===== config.mk =====
export PLATFORM = sky130hd
export DESIGN_NAME = nibble_packer
export DESIGN_NICKNAME = d
export VERILOG_FILES = /design/src/rtl/nibble_pack_pkg.sv /design/src/rtl/pack_out_reg.sv /design/src/rtl/nibble_packer.sv
export SDC_FILE = /design/constraint.sdc
export NUM_CORES = 1
export LEC_CHECK = 0
export CORE_MARGIN = 3
export CORE_UTILIZATION = 25
export DETAILED_ROUTE_END_ITERATION = 12
export HOLD_SLACK_MARGIN = 0.1
export MAX_ROUTING_LAYER = met4
export PLACE_DENSITY_LB_ADDON = 0.25
export SETUP_SLACK_MARGIN = 0.5
export SLEW_MARGIN = 20
export SYNTH_ARGS = -nofsm -noshare
export SYNTH_HDL_FRONTEND = slang
export SYNTH_SLANG_ARGS = --single-unit

===== constraint.sdc =====
create_clock -name clk -period 2.1 [get_ports clk]
set_input_delay 0.315 -clock clk [delete_from_list [all_inputs] [get_ports clk]]
set_output_delay 0.315 -clock clk [all_outputs]
set_load 0.01 [all_outputs]

===== src/rtl/nibble_pack_pkg.sv =====
// Shared constants and FSM state type for the nibble packer.
package nibble_pack_pkg;

  localparam int unsigned NIB_W_DEF = 4;
  localparam int unsigned NIBS_DEF  = 4;

  typedef enum logic {
    FILL = 1'b0,
    HOLD = 1'b1
  } pack_state_t;

endpackage


===== src/rtl/pack_out_reg.sv =====
// Output holding stage: presents a completed word with valid/ready handshake.
module pack_out_reg
  import nibble_pack_pkg::*;
#(
  parameter int unsigned WW = NIB_W_DEF * NIBS_DEF,
  parameter int unsigned CW = $clog2(NIBS_DEF + 1)
) (
  input  logic          clk,
  input  logic          rst,
  input  logic          i_load,
  input  logic [WW-1:0] i_word,
  input  logic [CW-1:0] i_cnt,
  input  logic          out_ready,
  output logic          out_valid,
  output logic [WW-1:0] out_word,
  output logic [CW-1:0] out_cnt,
  output logic          o_can_load
);

  logic          r_valid;
  logic [WW-1:0] r_word;
  logic [CW-1:0] r_cnt;

  // A new word may enter when the stage is empty or being drained this cycle.
  assign o_can_load = !r_valid || out_ready;

  always_ff @(posedge clk or negedge rst) begin
    if (!rst) begin
      r_valid <= 1'b0;
      r_word  <= '0;
      r_cnt   <= '0;
    end else if (i_load) begin
      r_valid <= 1'b1;
      r_word  <= i_word;
      r_cnt   <= i_cnt;
    end else if (r_valid && out_ready) begin
      r_valid <= 1'b0;
    end
  end

  assign out_valid = r_valid;
  assign out_word  = r_word;
  assign out_cnt   = r_cnt;

endmodule


===== src/rtl/nibble_packer.sv =====
// Packs a stream of nibbles into words, closing early on in_last; zero-fills
// the unused upper nibbles and reports the valid nibble count.
module nibble_packer
  import nibble_pack_pkg::*;
#(
  parameter int unsigned NIB_W = NIB_W_DEF,
  parameter int unsigned NIBS  = NIBS_DEF
) (
  input  logic                       clk,
  input  logic                       rst,
  input  logic                       in_valid,
  output logic                       in_ready,
  input  logic [NIB_W-1:0]           in_nib,
  input  logic                       in_last,
  output logic                       out_valid,
  input  logic                       out_ready,
  output logic [NIB_W*NIBS-1:0]      out_word,
  output logic [$clog2(NIBS+1)-1:0]  out_cnt
);

  localparam int unsigned WW = NIB_W * NIBS;
  localparam int unsigned CW = $clog2(NIBS + 1);
  localparam logic [CW-1:0] LAST_POS = CW'(NIBS - 1);

  pack_state_t   r_state, w_state_next;
  logic [WW-1:0] r_asm, w_asm_next, w_ld_word;
  logic [CW-1:0] r_cnt, w_cnt_next, w_ld_cnt;
  logic          w_accept, w_complete, w_can_load, w_load, w_clear;

  assign in_ready   = (r_state == FILL);
  assign w_accept   = in_valid && in_ready;
  assign w_complete = w_accept && (in_last || (r_cnt == LAST_POS));
  assign w_cnt_next = r_cnt + CW'(1);

  // The assembly register is cleared after each word, so untouched slots stay zero.
  always_comb begin
    w_asm_next = r_asm;
    for (int unsigned k = 0; k < NIBS; k++) begin
      if (r_cnt == CW'(k)) w_asm_next[k*NIB_W +: NIB_W] = in_nib;
    end
  end

  always_comb begin
    w_state_next = r_state;
    w_load       = 1'b0;
    w_clear      = 1'b0;
    w_ld_word    = w_asm_next;
    w_ld_cnt     = w_cnt_next;
    case (r_state)
      FILL: begin
        if (w_complete) begin
          if (w_can_load) begin
            w_load  = 1'b1;
            w_clear = 1'b1;
          end else begin
            w_state_next = HOLD;
          end
        end
      end
      HOLD: begin
        w_ld_word = r_asm;
        w_ld_cnt  = r_cnt;
        if (out_ready) begin
          w_load       = 1'b1;
          w_clear      = 1'b1;
          w_state_next = FILL;
        end
      end
      default: w_state_next = FILL;
    endcase
  end

  always_ff @(posedge clk or negedge rst) begin
    if (!rst) begin
      r_state <= FILL;
      r_asm   <= '0;
      r_cnt   <= '0;
    end else begin
      r_state <= w_state_next;
      if (w_clear) begin
        r_asm <= '0;
        r_cnt <= '0;
      end else if (w_accept) begin
        r_asm <= w_asm_next;
        r_cnt <= w_cnt_next;
      end
    end
  end

  pack_out_reg #(
    .WW (WW),
    .CW (CW)
  ) u_out_reg (
    .clk        (clk),
    .rst        (rst),
    .i_load     (w_load),
    .i_word     (w_ld_word),
    .i_cnt      (w_ld_cnt),
    .out_ready  (out_ready),
    .out_valid  (out_valid),
    .out_word   (out_word),
    .out_cnt    (out_cnt),
    .o_can_load (w_can_load)
  );

endmodule


# Word level (Yosys, flattened, before mapping)
# Index checks and enable logic that the tools add are counted.
# classes
addsub	1
reduce_logical	9
multipliers	0
eq_ne	3
n_mux	20
order_cmp	0
div	0
n_bitwise	1
shift	0
# ops
operator	n
$mux 16	3
$mux 4	4
$mux 3	3
$mux 1	8
$eq 3x2->1 const B	2
$pmux 1 s2	2
$reduce_bool 2->1	2
$add 3x1->3 const B	1
$eq 3x1->1 const B	1
$logic_and 1x1->1	3
$logic_not 3->1	1
$logic_or 1x1->1	2
$logic_not 1->1	1
$not 1->1	1
# word_totals
reg_bits	40
output_inout_bits	21
in_bits	9
ram_bits	0
latch_bits	0
mem_bits_ro	0
mem_count	0

# Longest topological paths before layout
# depth
ltp_word	6
depth_mapped	7
mapped_depth_nobuf	6

# Modules after synthesis
# Synthesis repeated with hierarchy kept, for this count alone.
# hier_totals
hier_cells	140
hier_area_um2	2059.5
# by_module_without_submodules
module	cells_each	instances	area_per_inst_um2	seq_area_each_um2
nibble_packer	97	1	1238.7	500.5
pack_out_reg	43	1	820.8	500.5

# Worst setup path after synthesis
# OpenSTA, ideal clock, no wires.
# synth_timing
kind	register to register
startpoint	reg r_cnt[0]
endpoint	reg u_out_reg.r_cnt[2], in the netlist u_out_reg.out_cnt[2]
stages_incl_launch_ff	7
period_less_slack_ns	1.606
t_arrival_ns	1.478
setup_slack_ns	0.494
n_path_buf	1
cell_sequence	dfrtp_1 -> ha_1 -> ha_1 -> o21ai_0 -> o2bb2ai_2 -> buf_2 -> o21ai_0
# synth_via
elab_chain_cells	5
word_cells_on_any_way	7
# synth_rtl
element	line	source
from (decl)	nibble_packer.sv:27	logic [CW-1:0] r_cnt, w_cnt_next, w_ld_cnt;
from (signal assigned)	nibble_packer.sv:85	r_cnt <= w_cnt_next;
$eq 3x2->1	nibble_packer.sv:32	assign w_complete = w_accept && (in_last || (r_cnt == LAST_POS));
$logic_or 1x1->1	nibble_packer.sv:32	
$logic_and 1x1->1	nibble_packer.sv:32	
$mux 1	nibble_packer.sv:51	if (w_complete) begin
$pmux 1 s2	nibble_packer.sv:49	case (r_state)
to (signal assigned)	pack_out_reg.sv:35	r_cnt <= i_cnt;
to (decl)	pack_out_reg.sv:22	logic [CW-1:0] r_cnt;
# Several ways; a longest one is shown, not always the timed one.
# A chain may end at the register's enable or synchronous reset.

# Final worst setup path
# layout_timing
startpoint	reg r_cnt[0]
endpoint	reg r_cnt[2]
# layout_via
elab_chain_cells	6
word_cells_on_any_way	9
# layout_rtl
element	line
$eq 3x2->1	nibble_packer.sv:32
$logic_or 1x1->1	nibble_packer.sv:32
$logic_and 1x1->1	nibble_packer.sv:32
$mux 1	nibble_packer.sv:51
$pmux 1 s2	nibble_packer.sv:49
$mux 3 / $reduce_bool 2->1 (equally long branches)	--
# Several ways; a longest one is shown, not always the timed one. The select of a mux whose other input is x is not followed.

==> impl_metrics.csv <==
group,metric,value,unit
sta,fin_crit_sh,0.751,
critical_path,end_kind,"flip-flop",
clock_tree,cts.sinks,40,
logic_synthesis,synth_ff_type,"dfrtp_1",
grt,grt_pass1_vias,1431,
logic_synthesis,synth_area,1910,sq um
die,die_h,93.5,um
cells_and_area,diodes,0,
sta,finalSetupViolCount,0,
sta,setup_tns,0,ns
hold_path,hold_path_class,"input pin to flip-flop",
sta,hold_viol_final,0,
drt,vias_per_cell,4.57,
power,power,3060,uW
grt,grt_max_degree,41,
sta,rsz0062_at_grt,"true",
grt,antenna_found_initial,0,
drt,drt_wl_total,4650,um
sta,fmax,634,MHz
logic_synthesis,yosys.cell_count.top_type,"dfrtp_1",
run_status,outcome,"complete, no violations",
clock_tree,clk_latency,0.29,ns
critical_path,critical_path_class,"flip-flop to flip-flop",
clock_tree,ctsLongestPathBuffers,2,
grt,grt-ovfl-total,0,
sta,tightest_slew,0.519,ns
die,io_pins,30,
die,core,7330,sq um
drt,drt_iter0_drc,74,
cells_and_area,nets,231,
logic_synthesis,synth_common_cells,"40 x dfrtp_1, 27 x nand2_1, 22 x o21ai_0",
grt,grt_usage,0.118,
sta,slew_violations,0,
clock_tree,path_clk_slew,0.07,ns
drt,post_drt_wl_per_cell,14.7,um
critical_path,reg2reg_slack,0.52,ns
placement,port_buffers,29,
critical_path,start_kind,"flip-flop",
power,ir_worst_vdd,0.403,mV
logic_synthesis,avgSynthCellArea,10.6,sq um
logic_synthesis,synth-seq-area-share,0.524,
logic_synthesis,ys_ff_latch,40,
drt,drc,0,
grt,grt_pass1_wl,7510,um
power,p_per_area,1200,nW/um^2
power,total_leakage_power,0.00113,uW
sta,slew_headroom,0.654,
drt,first_pass_iters,4,
logic_synthesis,synth_edf_count,0,
die,row_count,31,
die,die-area,8730,sq um
logic_synthesis,ys_async_sr_fraction,1.00,
sta,min_period,1.58,ns
clock_tree,htree_levels,2,
critical_path,critical_path_required,2.32,ns
placement,hpwlAfterDp,2960,um
cells_and_area,drive_gt1_frac,0.220,
logic_synthesis,synth.distinct_cells,29,
cells_and_area,area_growth,33.7,%
logic_synthesis,yosysWarnings,0,
critical_path,cp_max_fo,6,
logic_synthesis,mappedNetlistNets,194,
cells_and_area,nFillCells,754,
sta,finClkSkew,0.00777,ns
drt,final_antenna_net_count,0,
clock_tree,root_buffer,"clkbuf_8",
job,max_cap_violations,0,
clock_tree,cts-buffers-inserted,5,
logic_synthesis,synth_top_area_frac,0.524,
die,initial_core_util,0.261,
drt,vias,1450,
placement,place_congestion,0.742,
die,die_w,93.5,um
clock_tree,cts_tree,"done",
critical_path,cp.arrival,1.79,ns
logic_synthesis,syn_inst,180,
logic_synthesis,synth_area_leaders,"dfrtp_1 52%, mux2i_1 9.4%, a22o_1 7.3%, o21ai_0 5.8%, nand2_1 5.3%",
logic_synthesis,post-synth-top-area-cell,"dfrtp_1",
critical path, stage by stage, from the launching register on:
cell and delay, ns:
dfrtp_1 0.39, ha_2 0.21, ha_4 0.20, o21ai_4 0.15
o2bb2ai_4 0.21, buf_6 0.17, nand2b_1 0.06, mux2i_1 0.12
final cells by class:
| type | instances | area [sq um] | share of cell area |
|---|---|---|---|
| clock buffer | 8 | 90.1 | 0.0352 |
| tap | 99 | 124 | 0.0485 |
| sequential | 40 | 1000 | 0.392 |
| timing repair buffer | 42 | 408 | 0.160 |
| multi-input combinational | 123 | 913 | 0.357 |
| inverter | 5 | 18.8 | 0.00734 |
path summary, 6_finish.rpt:
| kind | start | endpoint | cells past startpoint |
|---|---|---|---|
| worst max-delay path | r_cnt[0]$_DFFE_PN0P_ | r_cnt[2]$_DFFE_PN0P_ | 7 |
| worst min-delay path | out_ready | r_state$_DFF_PN0_ | 2 |
| worst max register to register | r_cnt[0]$_DFFE_PN0P_ | r_cnt[2]$_DFFE_PN0P_ | 7 |
| worst min register to register | u_out_reg.out_word[10]$_DFFE_PN0P_ | u_out_reg.out_word[10]$_DFFE_PN0P_ | 2 |
| max in group asynchronous | rst | r_state$_DFF_PN0_ | 3 |
| min in group asynchronous | rst | u_out_reg.out_word[15]$_DFFE_PN0P_ | 3 |
report_power, final:
group / internal (uW) / switching [uW]
Sequential: 1030 / 148
Clock: 268 / 257
Combinational: 703 / 657
cells in the final DEF, fill, tap and decap left out, types with 6 or more instances in the layout:
master            n
dfrtp_1          39
buf_4             7
nand2_2           6
mux2i_1          18
o21ai_0          16
clkbuf_8          6
a22o_1           16
clkdlybuf4s50_1  25
nand2_1          23
metal layers:
metal / wire length [um] / global-route usage / up-vias / share of wire
met5: 0 / - / - / 0
met1: 2350 / 0.157 / 712 / 0.50
met2: 2040 / 0.172 / 31 / 0.44
met4: 72 / 0.0440 / 0 / 0.015
met3: 186 / 0.0298 / 7 / 0.040
li1: - / - / 700 / -
metrics by stage:
stage | utilization | hold slack [ns] | instance area (sq um) | worst slack, ns | std cells
after floorplan | - | 0.0194 | 1910 | 0.503 | 180
after global placement | 0.311 | 0.415 | 2280 | 0.255 | 299
after detailed placement | 0.311 | 0.416 | 2280 | 0.268 | 299
after CTS | 0.338 | 0.487 | 2480 | 0.503 | 314
after global routing | 0.349 | 0.437 | 2560 | 0.462 | 317
final | 0.349 | 0.424 | 2560 | 0.524 | 317
cell families (layout without fill, tap and decap cells):
family | count (synthesis) | count (layout) | synth area share
buf+inv | 17 | 55 | 0.0419
xor+xnor | 1 | 1 | 0.00458
compound gates | 44 | 44 | 0.163
mux | 18 | 18 | 0.0942
flops | 40 | 40 | 0.524
simple gates | 55 | 55 | 0.140
fa+ha+maj | 5 | 5 | 0.0327
what timing repair did:
action	CTS	global route
resized for setup	16	23
endpoints found under the hold margin	34	0
cloned	3	1
endpoints found under the setup margin	35	37
setup buffers	3	2
hold buffers	1	0
pin swaps	2	1
sequential cells by signal, summed over array words and instances (netlist names):
register and count:
u_out_reg.out_valid 1, u_out_reg.out_word 16, r_cnt 3, r_state 1
r_asm 16, u_out_reg.out_cnt 3
Power figures use the tool's default switching activity.
